`src/rtl/stream_cat_pkg.sv`:
```
// rtl/stream_cat_pkg.sv - shared constants, types and index helper for the stream concatenator
package stream_cat_pkg;

    // Upper bound on the number of lanes a single concatenator may carry.
    localparam int MAX_LINKS = 32;

    // Lane-enable / lane-status mask sized for the largest configuration.
    typedef logic [MAX_LINKS-1:0] lane_mask_t;

    // Low bit index of lane `lane` inside a packed bus of `width`-bit words.
    function automatic int lane_slice(input int lane, input int width);
        return lane * width;
    endfunction

endpackage

```
`src/rtl/stream_cat_lane_fifo.sv`:
```
// rtl/stream_cat_lane_fifo.sv - per-lane show-ahead elastic FIFO
//
// Ports:
//   clk, rst     clock, asynchronous active-high reset
//   push, din    write strobe and word (caller guarantees !full)
//   pop          read strobe (caller guarantees !empty)
//   flush        synchronous clear to empty; dominates push/pop
//   dout         word at the head, valid whenever !empty
//   empty, full  registered occupancy flags
module stream_cat_lane_fifo
    import stream_cat_pkg::*;
#(
    parameter int DATA_WIDTH = 8,
    parameter int FIFO_DEPTH = 8
) (
    input  logic                  clk,
    input  logic                  rst,
    input  logic                  push,
    input  logic [DATA_WIDTH-1:0] din,
    input  logic                  pop,
    input  logic                  flush,
    output logic [DATA_WIDTH-1:0] dout,
    output logic                  empty,
    output logic                  full
);

    localparam int AW = $clog2(FIFO_DEPTH);
    localparam int CW = AW + 1;
    localparam logic [CW-1:0] DEPTH_C = CW'(FIFO_DEPTH);

    logic [DATA_WIDTH-1:0] mem [FIFO_DEPTH];
    logic [AW-1:0]         wr_ptr;
    logic [AW-1:0]         rd_ptr;
    logic [CW-1:0]         count;

    // Flags come straight from the registered count, so a word pushed into
    // an empty FIFO only becomes visible on the following cycle.
    assign empty = (count == '0);
    assign full  = (count == DEPTH_C);
    assign dout  = mem[rd_ptr];

    always_ff @(posedge clk) begin
        if (push && !flush) begin
            mem[wr_ptr] <= din;
        end
    end

    // Pointers are AW bits wide, so they wrap naturally at a power-of-2 depth.
    always_ff @(posedge clk or posedge rst) begin
        if (rst) begin
            wr_ptr <= '0;
            rd_ptr <= '0;
            count  <= '0;
        end else if (flush) begin
            wr_ptr <= '0;
            rd_ptr <= '0;
            count  <= '0;
        end else begin
            if (push) begin
                wr_ptr <= wr_ptr + AW'(1);
            end
            if (pop) begin
                rd_ptr <= rd_ptr + AW'(1);
            end
            case ({push, pop})
                2'b10:   count <= count + CW'(1);
                2'b01:   count <= count - CW'(1);
                default: count <= count;
            endcase
        end
    end

endmodule

```
`src/rtl/stream_cat_aligned.sv`:
```
// rtl/stream_cat_aligned.sv - aligns N_LINKS skewed lanes into one wide handshaked stream
//
// Ports:
//   clk, rst         clock, asynchronous active-high reset
//   s_axis_*         per-lane input streams, lane i at [i*DATA_WIDTH +: DATA_WIDTH]
//   m_axis_*         concatenated output stream, lane 0 in the LSBs
//   lane_enable      per-lane participation mask; disabled lanes sink data, emit zeros
//   skew_err_clr     pulse clearing skew_err
//   skew_err         sticky: one enabled lane full while another enabled lane empty
//   beat_count       number of output beats transferred, wrapping
module stream_cat_aligned
    import stream_cat_pkg::*;
#(
    parameter int N_LINKS    = 12,
    parameter int DATA_WIDTH = 8,
    parameter int FIFO_DEPTH = 8,
    parameter int CNT_WIDTH  = 32
) (
    input  logic                          clk,
    input  logic                          rst,
    input  logic [N_LINKS*DATA_WIDTH-1:0] s_axis_tdata,
    input  logic [N_LINKS-1:0]            s_axis_tvalid,
    output logic [N_LINKS-1:0]            s_axis_tready,
    output logic [N_LINKS*DATA_WIDTH-1:0] m_axis_tdata,
    output logic                          m_axis_tvalid,
    input  logic                          m_axis_tready,
    input  logic [N_LINKS-1:0]            lane_enable,
    input  logic                          skew_err_clr,
    output logic                          skew_err,
    output logic [CNT_WIDTH-1:0]          beat_count
);

    logic [N_LINKS-1:0]            fifo_empty;
    logic [N_LINKS-1:0]            fifo_full;
    logic [N_LINKS-1:0]            push;
    logic [N_LINKS-1:0]            pop;
    logic [N_LINKS*DATA_WIDTH-1:0] fifo_dout;
    logic [N_LINKS*DATA_WIDTH-1:0] load_data;
    logic                          all_rdy;
    logic                          load;
    logic                          skew_set;

    for (genvar i = 0; i < N_LINKS; i++) begin : g_lane
        localparam int LO = lane_slice(i, DATA_WIDTH);

        // Ready depends only on registered state and inputs: no path from
        // m_axis_tready through the pop back to s_axis_tready.
        assign s_axis_tready[i] = !rst && (!lane_enable[i] || !fifo_full[i]);
        assign push[i]          = s_axis_tvalid[i] && lane_enable[i] && !fifo_full[i];
        assign pop[i]           = load && lane_enable[i];
        assign load_data[LO +: DATA_WIDTH] =
            lane_enable[i] ? fifo_dout[LO +: DATA_WIDTH] : '0;

        // Holding flush while disabled empties the lane on the first edge
        // after disable and keeps it empty until re-enabled.
        stream_cat_lane_fifo #(
            .DATA_WIDTH (DATA_WIDTH),
            .FIFO_DEPTH (FIFO_DEPTH)
        ) u_fifo (
            .clk   (clk),
            .rst   (rst),
            .push  (push[i]),
            .din   (s_axis_tdata[LO +: DATA_WIDTH]),
            .pop   (pop[i]),
            .flush (!lane_enable[i]),
            .dout  (fifo_dout[LO +: DATA_WIDTH]),
            .empty (fifo_empty[i]),
            .full  (fifo_full[i])
        );
    end

    assign all_rdy  = (&(~lane_enable | ~fifo_empty)) && (|lane_enable);
    assign load     = all_rdy && (!m_axis_tvalid || m_axis_tready);
    assign skew_set = (|(lane_enable & fifo_full)) && (|(lane_enable & fifo_empty));

    // Output register: only reloads when empty or being consumed, so a
    // stalled beat stays untouched even if lane_enable changes meanwhile.
    always_ff @(posedge clk or posedge rst) begin
        if (rst) begin
            m_axis_tvalid <= 1'b0;
            m_axis_tdata  <= '0;
        end else if (load) begin
            m_axis_tvalid <= 1'b1;
            m_axis_tdata  <= load_data;
        end else if (m_axis_tready) begin
            m_axis_tvalid <= 1'b0;
        end
    end

    // Set dominates a coincident clear.
    always_ff @(posedge clk or posedge rst) begin
        if (rst) begin
            skew_err <= 1'b0;
        end else if (skew_set) begin
            skew_err <= 1'b1;
        end else if (skew_err_clr) begin
            skew_err <= 1'b0;
        end
    end

    always_ff @(posedge clk or posedge rst) begin
        if (rst) begin
            beat_count <= '0;
        end else if (m_axis_tvalid && m_axis_tready) begin
            beat_count <= beat_count + CNT_WIDTH'(1);
        end
    end

endmodule

```
`config.mk`:
```
export PLATFORM = sky130hd
export DESIGN_NAME = stream_cat_aligned
export DESIGN_NICKNAME = d
export VERILOG_FILES = /design/src/rtl/stream_cat_pkg.sv /design/src/rtl/stream_cat_lane_fifo.sv /design/src/rtl/stream_cat_aligned.sv
export SDC_FILE = /design/constraint.sdc
export NUM_CORES = 1
export LEC_CHECK = 0
export CAP_MARGIN = 20
export CORE_MARGIN = 5
export CORE_UTILIZATION = 51
export DETAILED_ROUTE_END_ITERATION = 7
export PLACE_DENSITY = 0.73
export SLEW_MARGIN = 20
export SYNTH_ARGS = -nofsm -noshare
export SYNTH_HDL_FRONTEND = slang
export SYNTH_SLANG_ARGS = --single-unit
```
`constraint.sdc`:
```
create_clock -name clk -period 8.1 [get_ports clk]
set_input_delay 1.62 -clock clk [delete_from_list [all_inputs] [get_ports clk]]
set_output_delay 1.62 -clock clk [all_outputs]
set_load 0.01 [all_outputs]
```
==> results.json <==
{
  "clock-sinks": 1018,
  "synth_area_sq_um": 42200,
  "postCtsSetupBuffers": 0,
  "hold_buffers": 0,
  "clkTransAtPathRegs_ns": 0.06,
  "synth_xor_area_frac": 0.0235,
  "cts_root_buf": "clkbuf_16",
  "hold_viol": 0,
  "yosysSeqAreaShare": 0.695,
  "post-dp-hpwl_um": 58600,
  "rsz0062_at_grt": "false",
  "synth_top_flop_cell": "edfxtp_1",
  "endpoint_kind": "primary output",
  "leakagePower_nw": 17.4,
  "core_sq_um": 82100,
  "cp-start-kind": "primary input",
  "num_vias": 23500,
  "synth_top_family_by_area": "multiplexers",
  "synth-adder-area-share": 0.0150,
  "power_density_nw_per_um2": 238,
  "dp_cells": 3851,
  "die_x_um": 298,
  "grt_pass1_vias": 24700,
  "fin_area_sq_um": 49600,
  "p_total_mw": 11.8,
  "avgSynthCellArea_sq_um": 16.3,
  "synthArstFlopShare": 0.246,
  "syn_to_final_growth_pct": 17.4,
  "grt_max_degree": 153,
  "max_cap_viol_count": 0,
  "combPwrFrac": 0.096,
  "drt-total-wl_um": 90900,
  "layout.nets": 3057,
  "synth.net_count": 2765,
  "drtIter0Drc": 2037,
  "start_util": 0.514,
  "worstPathArrival_ns": 3.85,
  "p_switching_mw": 2.72,
  "drcViolationCount": 0,
  "sw_frac_of_total": 0.230,
  "min_path_type": "reg2reg",
  "status": "completed",
  "postLayoutCoreUtil": 0.604,
  "rows": 105,
  "place_congestion": 0.804,
  "cts_tree": "built",
  "first_pass_iters": 7,
  "routedWlPerCell_um": 22.4,
  "ios": 266,
  "synth.distinct_cells": 58,
  "period_share": 0.676,
  "antenna_found_initial": 13,
  "fillers": 5899,
  "layout_common_cells": "edfxtp_1 (768), nand2_1 (316), clkdlybuf4s50_1 (265)",
  "mostFrequentLayoutCell": "edfxtp_1",
  "relSlewSlack": 0.339,
  "seqPwrFrac": 0.515,
  "h-tree-depth": 3,
  "setup_viol": 0,
  "drv_slew": 0,
  "power.internal_mw": 9.09,
  "path_max_fanout": 25,
  "cts.path.max_buffers": 3,
  "gr-total-overflow": 0,
  "yosys_warnings": 0,
  "syn_inst": 2592,
  "ff2ff_setup_slack_ns": 4.12,
  "p_clk_frac": 0.389,
  "dieArea_sq_um": 88600,
  "critical_path_required_ns": 6.48,
  "cts_buffers": 101,
  "synthSimpleGateAreaFrac": 0.0898,
  "cts.repair.resized": 0,
  "grt_util_all_layers": 0.204,
  "synth_edf_count": 768,
  "period_needed_ns": 5.47,
  "post_dp_cell_area_sq_um": 46200,
  "tns_ns": 0,
  "synth_mux_area_frac": 0.135,
  "ir_worst_vdd_uv": 228,
  "grt_pass1_wl_um": 143000,
  "portBuffers": 265,
  "synth_compound_gate_area_share": 0.0254,
  "drtAntennaViolNets": 0,
  "instances_no_fill": 4051,
  "vias_per_cell": 5.81,
  "die_h_um": 298,
  "skew_ns": 0.0219,
  "path_class": "in2out",
  "ys_seq_elements": 1018,
  "max_clock_freq_mhz": 183,
  "final_layout_size_suffix_gt1_frac": 0.186,
  "clk_latency_ns": 0.67,
  "worstMarginPinSlew_ns": 0.988
}
-- synth_stat cells (4+ instances only) --
cell type | n | area share
nor4_1 | 22 | 0.0033
a21oi_1 | 14 | 0.0017
and3_1 | 18 | 0.0027
o211ai_1 | 10 | 0.0018
nor3b_1 | 12 | 0.0021
buf_1 | 35 | 0.0031
and2_1 | 26 | 0.0039
nor3b_2 | 5 | 0.0015
a32o_1 | 4 | 0.00095
xnor2_2 | 5 | 0.0019
xnor2_1 | 64 | 0.013
buf_2 | 29 | 0.0034
nand2b_1 | 18 | 0.0027
nor2b_1 | 47 | 0.0070
mux2i_1 | 45 | 0.011
edfxtp_1 | 768 | 0.55
a211o_1 | 4 | 0.00083
clkbuf_1 | 81 | 0.0072
nand3_1 | 137 | 0.016
nand4b_1 | 7 | 0.0015
nor4b_1 | 13 | 0.0027
or2_2 | 4 | 0.00059
o21a_1 | 4 | 0.00071
inv_1 | 19 | 0.0017
ha_1 | 49 | 0.015
nor2_1 | 56 | 0.0050
nor3_1 | 56 | 0.0066
nand4_1 | 17 | 0.0025
dfrtp_1 | 250 | 0.15
xor2_1 | 40 | 0.0083
o21ai_0 | 28 | 0.0033
a31oi_1 | 20 | 0.0030
mux4_2 | 192 | 0.10
a211oi_1 | 12 | 0.0021
nand2_1 | 316 | 0.028
a21boi_0 | 11 | 0.0020
o31ai_1 | 25 | 0.0044
or3_1 | 9 | 0.0013
mux2_2 | 83 | 0.022
-- routing by layer --
metal	vias up	GRT usage	routed length [um]
li1	10600	-	-
met1	12100	0.275	37200
met2	698	0.346	45800
met3	130	0.0432	6350
met4	12	0.0488	1460
met5	-	0	79
-- through the flow --
stage	hold slack [ns]	setup slack, ns
2_1_floorplan	0.505	2.95
3_3_place_gp	0.451	2.50
3_5_place_dp	0.457	2.33
4_1_cts	0.471	2.62
5_1_grt	0.496	2.45
6_report	0.465	2.63
-- cell families (layout without fill, tap and decap cells) --
logic type | Yosys count | in the layout
xor gates and xnor gates | 109 | 109
and+or+nand+nor | 772 | 772
DFF | 1018 | 1018
other | 0 | 8
buffers and inverters | 169 | 550
adders and majority gates | 51 | 51
muxes | 320 | 320
AOI/OAI and AO/OA | 153 | 153
-- path summary, 6_finish.rpt --
kind                       cells after the start                       start                         end
max in group asynchronous                      4                         rst  g_lane[3].u_fifo.rd_ptr[0]
hold / removal                                 2            m_axis_tdata[92]            m_axis_tdata[92]
setup reg to reg                               8  g_lane[11].u_fifo.count[1]   g_lane[1].u_fifo.count[3]
min in group asynchronous                      3                         rst  g_lane[5].u_fifo.rd_ptr[0]
hold reg to reg                                2            m_axis_tdata[92]            m_axis_tdata[92]
setup / recovery                               4              lane_enable[2]            s_axis_tready[2]
-- worst max-delay path, stage by stage --
cell and delay [ns]:
clkdlybuf4s50_1 0.91, and3_1 0.45, nor2_1 0.25, clkdlybuf4s50_1 0.61
-- power by group through the flow --
stage / combinational (mW) / sequential (mW) / clock, mW
CTS: 1.15 / 6.09 / 4.69
detailed placement: 1.14 / 6.19 / 0
finish: 1.13 / 6.08 / 4.60
global placement: 1.10 / 6.17 / 0
floorplan: 0.438 / 6.22 / 0
global route: 1.23 / 6.12 / 4.94
-- layout make-up --
class / count / area [sq um] / share of cell area
antenna: 8 / 20.0 / 0.000404
clock buffer: 144 / 2880 / 0.0581
clock inverter: 48 / 418 / 0.00843
inverter: 19 / 75.1 / 0.00151
multi-input combinational: 1405 / 12300 / 0.248
sequential: 1018 / 29300 / 0.592
tap: 1070 / 1340 / 0.0270
timing repair buffer: 339 / 3230 / 0.0652
-- sequential cells by signal, summed over array words and instances, names as in the netlist --
signal and flops:
g_lane.u_fifo.mem 768, m_axis_tdata 96, g_lane.u_fifo.count 48, g_lane.u_fifo.rd_ptr 36
g_lane.u_fifo.wr_ptr 36, beat_count 32, m_axis_tvalid 1, skew_err 1
Power figures use the tool's default switching activity.
